===== src/rtl/ysyx_22050710_lsu_sram_master.sv =====
// ysyx_22050710_lsu_sram_master: LSU load/store initiator for the 1-cycle registered data SRAM.
// Latency: store response 1 cycle after accept, load response 2 cycles after accept.
// Backpressure: one request in flight; o_req_ready only in IDLE, response held until i_resp_ready.
//
// Ports:
//   i_clk / i_rst            clock, synchronous active-high reset
//   i_req_*  / o_req_ready   request channel (wen, RV funct3, byte address, LSB-aligned store data)
//   o_resp_* / i_resp_ready  response channel (extended load data, misalign flag)
//   o_sram_* / i_sram_rdata  single-port SRAM interface (doubleword address, byte mask)
//
// Optional feature macro: LSU_MISALIGN_TRAP_EN
//   defined   : misaligned requests skip the SRAM and respond with o_resp_misalign=1, rdata=0
//   undefined : misaligned requests go to the SRAM with lanes past byte 7 dropped; flag tied 0
module ysyx_22050710_lsu_sram_master #(
  parameter int ADDR_WD  = 32,
  parameter int DATA_WD  = 64,
  parameter int WMASK_WD = 8
) (
  input  logic                i_clk,
  input  logic                i_rst,
  input  logic                i_req_valid,
  output logic                o_req_ready,
  input  logic                i_req_wen,
  input  logic [2:0]          i_req_func,
  input  logic [ADDR_WD-1:0]  i_req_addr,
  input  logic [DATA_WD-1:0]  i_req_wdata,
  output logic                o_resp_valid,
  input  logic                i_resp_ready,
  output logic [DATA_WD-1:0]  o_resp_rdata,
  output logic                o_resp_misalign,
  output logic [ADDR_WD-1:0]  o_sram_addr,
  output logic                o_sram_ren,
  output logic                o_sram_wen,
  output logic [WMASK_WD-1:0] o_sram_wmask,
  output logic [DATA_WD-1:0]  o_sram_wdata,
  input  logic [DATA_WD-1:0]  i_sram_rdata
);

  typedef enum logic [1:0] {S_IDLE, S_RDATA, S_RESP} state_e;

  state_e              state_q, state_d;
  logic [2:0]          off_q;
  logic [2:0]          func_q;
  logic [DATA_WD-1:0]  rdata_q;

  logic [2:0]          req_off;
  logic [1:0]          req_sz;
  logic [WMASK_WD-1:0] mask_base;
  logic                req_acc;
  logic                sram_go;
  logic [DATA_WD-1:0]  ld_shift;
  logic [DATA_WD-1:0]  ld_ext;

  assign req_off = i_req_addr[2:0];
  assign req_sz  = i_req_func[1:0];
  assign req_acc = i_req_valid & o_req_ready;

  // Byte-lane mask of the access before lane shifting; func=111 falls into the D case.
  always_comb begin
    mask_base = '0;
    case (req_sz)
      2'd0:    mask_base = 8'h01;
      2'd1:    mask_base = 8'h03;
      2'd2:    mask_base = 8'h0F;
      default: mask_base = 8'hFF;
    endcase
  end

`ifdef LSU_MISALIGN_TRAP_EN
  logic req_mis;
  logic mis_q;

  // Natural alignment check; for power-of-two sizes this also covers (off+n)>8.
  always_comb begin
    req_mis = 1'b0;
    case (req_sz)
      2'd1:    req_mis = req_off[0];
      2'd2:    req_mis = |req_off[1:0];
      2'd3:    req_mis = |req_off;
      default: req_mis = 1'b0;
    endcase
  end

  assign sram_go = (state_q == S_IDLE) & i_req_valid & ~i_rst & ~req_mis;
`else
  assign sram_go = (state_q == S_IDLE) & i_req_valid & ~i_rst;
`endif

  // SRAM side is combinational from the request; the 8-bit shift drops lanes past byte 7.
  assign o_sram_addr  = {i_req_addr[ADDR_WD-1:3], 3'b000};
  assign o_sram_ren   = sram_go & ~i_req_wen;
  assign o_sram_wen   = sram_go & i_req_wen;
  assign o_sram_wmask = sram_go ? (mask_base << req_off) : '0;
  assign o_sram_wdata = i_req_wdata << {req_off, 3'b000};

  // Load alignment: zeros shift in from the top, so truncated misaligned bytes read as 0.
  assign ld_shift = i_sram_rdata >> {off_q, 3'b000};

  always_comb begin
    ld_ext = ld_shift;
    case (func_q)
      3'b000:  ld_ext = {{(DATA_WD-8){ld_shift[7]}},   ld_shift[7:0]};
      3'b001:  ld_ext = {{(DATA_WD-16){ld_shift[15]}}, ld_shift[15:0]};
      3'b010:  ld_ext = {{(DATA_WD-32){ld_shift[31]}}, ld_shift[31:0]};
      3'b100:  ld_ext = {{(DATA_WD-8){1'b0}},          ld_shift[7:0]};
      3'b101:  ld_ext = {{(DATA_WD-16){1'b0}},         ld_shift[15:0]};
      3'b110:  ld_ext = {{(DATA_WD-32){1'b0}},         ld_shift[31:0]};
      default: ld_ext = ld_shift;
    endcase
  end

  // State register.
  always_ff @(posedge i_clk) begin
    if (i_rst) state_q <= S_IDLE;
    else       state_q <= state_d;
  end

  // Next-state logic.
  always_comb begin
    state_d = state_q;
    case (state_q)
      S_IDLE: begin
        if (req_acc) begin
`ifdef LSU_MISALIGN_TRAP_EN
          if (i_req_wen || req_mis) state_d = S_RESP;
          else                      state_d = S_RDATA;
`else
          if (i_req_wen) state_d = S_RESP;
          else           state_d = S_RDATA;
`endif
        end
      end
      S_RDATA: state_d = S_RESP;
      S_RESP:  if (i_resp_ready) state_d = S_IDLE;
      default: state_d = S_IDLE;
    endcase
  end

  // Outputs.
  always_comb begin
    o_req_ready  = (state_q == S_IDLE);
    o_resp_valid = (state_q == S_RESP);
    o_resp_rdata = rdata_q;
  end

  // Request fields captured at accept; response data cleared at accept so stores/traps return 0.
  always_ff @(posedge i_clk) begin
    if (i_rst) begin
      off_q   <= '0;
      func_q  <= '0;
      rdata_q <= '0;
    end else begin
      if (req_acc) begin
        off_q   <= req_off;
        func_q  <= i_req_func;
        rdata_q <= '0;
      end else if (state_q == S_RDATA) begin
        rdata_q <= ld_ext;
      end
    end
  end

`ifdef LSU_MISALIGN_TRAP_EN
  always_ff @(posedge i_clk) begin
    if (i_rst)        mis_q <= 1'b0;
    else if (req_acc) mis_q <= req_mis;
  end

  assign o_resp_misalign = mis_q;
`else
  assign o_resp_misalign = 1'b0;
`endif

endmodule


===== config.mk =====
export PLATFORM = sky130hd
export DESIGN_NAME = ysyx_22050710_lsu_sram_master
export DESIGN_NICKNAME = d
export VERILOG_FILES = /design/src/rtl/ysyx_22050710_lsu_sram_master.sv
export SDC_FILE = /design/constraint.sdc
export NUM_CORES = 1
export LEC_CHECK = 0
export BUFFER_PORTS_ARGS = -buffer_cell sky130_fd_sc_hd__buf_2
export CORE_AREA = 8 8 127 129
export DETAILED_ROUTE_END_ITERATION = 8
export DIE_AREA = 0 0 135 137
export PLACE_DENSITY = 0.82
export RECOVER_POWER = 25
export SETUP_SLACK_MARGIN = 0.4
export SLEW_MARGIN = 15
export SYNTH_ARGS = -nofsm -noshare
export SYNTH_HDL_FRONTEND = slang
export SYNTH_SLANG_ARGS = --single-unit

===== constraint.sdc =====
create_clock -name i_clk -period 4.92 [get_ports i_clk]
set_input_delay 0.246 -clock i_clk [delete_from_list [all_inputs] [get_ports i_clk]]
set_output_delay 0.246 -clock i_clk [all_outputs]
set_load 0.01 [all_outputs]

==> summary.md <==
| Metric | Value |
|---|---|
| Outcome | `complete, no violations` |
| First-pass GRT wire length | `37600 microns` |
| Most frequent cells in the layout | `buf_2, nor2_1, mux2i_1` |
| Htree depth | `3` |
| Core area | `14200 sq um` |
| Req. time, crit path | `roughly 5000 ps` |
| Post-synth top area share | `between 20 and 25%` |
| Drt drc | `0` |
| YS warnings | `0` |
| Root buf cell | `clkbuf_16` |
| Pin slew with the least headroom to its limit | `~1000 ps` |
| Cells after synthesis | `844` |
| Synth top area cells | `dfxtp_1, mux2i_1, o21ai_0` |
| DR iter-0 viols | `790` |
| CTS max path bufs | `2` |
| Worst-path maximum fanout | `74` |
| Router iterations before antenna repair | `5` |
| Post-synth EDFFs | `0` |
| Cell row count | `44` |
| Tot GR Track Use | `25.6%` |
| Register area | `around 1400 sq um` |
| Setup WS post-layout | `2110 ps` |
| Synth cell types | `45` |
| Placed cells | `1204` |
| Post-synth top area cell | `dfxtp_1` |
| Clock slew at reported path FFs | `60 ps` |
| Pre-CTS setup slack | `2140 ps` |
| Vias in the first global route | `6812` |
| Via count | `about 7000` |
| Final worst-path cycle share | `between 50% and 60%` |
| Post-synthesis cell area | `6510 sq um` |
| Setup TNS | `0 ps` |
| Syn Area/Cell | `a little under 8 sq um` |
| Multi-input logic area | `4440 sq um` |
| Leak Pwr | `3.30 nW` |
| CTS Sinks | `just over 70` |
| CTS tree | `built` |
| Total CTS buffers | `9` |
| Routed WL per cell | `20.4 microns` |
| Worst VDD drop | `0.000146 V` |
| Commonest non-fill, non-tap cell in the layout | `buf_2` |
| Rel. slew slack | `30.0%` |
| Clk_skew | `4.54 ps` |
| Setup Fix Bufs, Post-CTS | `0` |
| Antenna violations before repair | `4` |
| IO Count | `341` |
| Ys async rst share | `0%` |
| Ant. Diodes | `0` |
| Area delta synth->final | `20.1%` |
| Fmax | `356 MHz` |
| Skew-Pair Late Insertion Delay | `330 ps` |
| Post-cts hold buffer count | `0` |
| Post-CTS Resized | `0` |
| Final GP Congestion | `0.886` |
| Non-filler cells, final | `1220` |
| Synth Register Bits | `72` |
| Share of post-route cells with drive strength above 1 | `35.6%` |
| Tmin final | `2810 ps` |
| Final Max Tran Viols | `0` |
| Worst setup SP type | `flip-flop` |
| Hold Slack | `around 130 ps` |
| IO buf count | `278` |
| Filler cells | `1366` |
| DRT Wirelength | `24900 microns` |
| Worst setup EP type | `flip-flop` |
| Die Span Y | `137 microns` |
| Power Dens Cells | `~240 nW/um^2` |
| Die area | `approximately 18000 sq um` |
| Seq/Total Area, Yosys | `22.1%` |
| Average via count per standard cell | `5.85` |
| Post-route ant nets | `0` |
| RSZ-0062 raised after global routing | `no` |
| Final Hold Viols | `0` |
| Crit path DAT | `roughly 3000 ps` |
| Dpl hpwl | `~19000 microns` |
| Crit path kind | `reg -> reg` |
| Starting Density | `a little under half` |
| Min-delay worst type | `in -> reg` |
| Die X | `135 microns` |
| Gr ovfl total | `0` |
| Nets | `1199` |
| Dominant synthesized flop cell | `dfxtp_1` |
| Max-Cap Viols | `0` |
| Largest net degree at the start of global routing | `79` |
| Setup violators final | `0` |
-- per-stage QoR --
step                total power [mW]  area (sq um)  utilization, %
floorplan                       1.07          6520               -
global placement                1.25          7580            53.3
detailed placement              1.25          7580            53.3
CTS                             1.87          7860            55.3
global route                    1.96          7820            55.1
finish                          1.87          7820            55.1
-- cell families (layout without fill, tap and decap cells) --
group / Yosys count / count (layout) / share of synthesized area (%)
other cells: 1 / 4 / 0.0576
buf+inv: 115 / 304 / 10.2
simple gates: 269 / 269 / 19.0
mux: 131 / 131 / 22.3
compound gates: 256 / 256 / 26.2
flops: 72 / 72 / 22.1
-- synthesized netlist by cell type (12+ instances only) --
cell type	instances
a21oi_1	62
mux2_2	32
nor2_1	106
buf_1	12
buf_2	14
a21oi_2	32
a211oi_1	24
clkbuf_1	41
a32oi_1	14
buf_4	35
nand2b_1	27
mux2i_1	88
nand2_1	67
nor2b_1	19
o21ai_0	80
nor3_1	23
dfxtp_1	72
-- path summary, 6_finish.rpt --
path | cells past startpoint | end | slack (ps) | startpoint
max | 6 | o_resp_rdata[37] | 2110 | off_q[1]
min | 2 | func_q[2] | 130 | i_req_func[2]
max reg2reg | 6 | o_resp_rdata[37] | 2110 | off_q[1]
min reg2reg | 2 | o_resp_rdata[7] | 490 | o_resp_rdata[7]
-- routing by layer --
layer / vias up / track usage [%] / share of wire (%)
li1: 3358 / - / -
met1: 3257 / 29.2 / 37
met2: 427 / 42.9 / 48
met3: 87 / 6.83 / 10
met4: 8 / 13.8 / 4.3
met5: - / 0 / 0.21
-- cell type report --
cell class              count  share of cell area [%]
inverters                   2                  0.0960
repair buffers            286                    18.1
well taps                 184                    2.94
clock buffers              11                    3.23
multi-input cells         660                    56.7
clock inverters             5                   0.400
flip-flops and latches     72                    18.5
-- critical path, cell delays in order, from the launching register on --
cell and delay, ps:
dfxtp_4 970, and2b_1 380, nand2_1 140, a31oi_2 160
a311oi_4 300, buf_4 510, a21oi_1 140
-- power by group --
part	leakage, nW	internal [mW]	switching [mW]	total (mW)
Clock	0.141	0.367	0.258	0.625
Sequential	0.585	0.604	0.0425	0.646
Combinational	2.58	0.249	0.352	0.601
-- flip-flops by register name, summed over array words and instances, names as in the netlist --
register      flops
func_q            3
state_q           2
off_q             3
o_resp_rdata     64
Power figures use the tool's default switching activity.
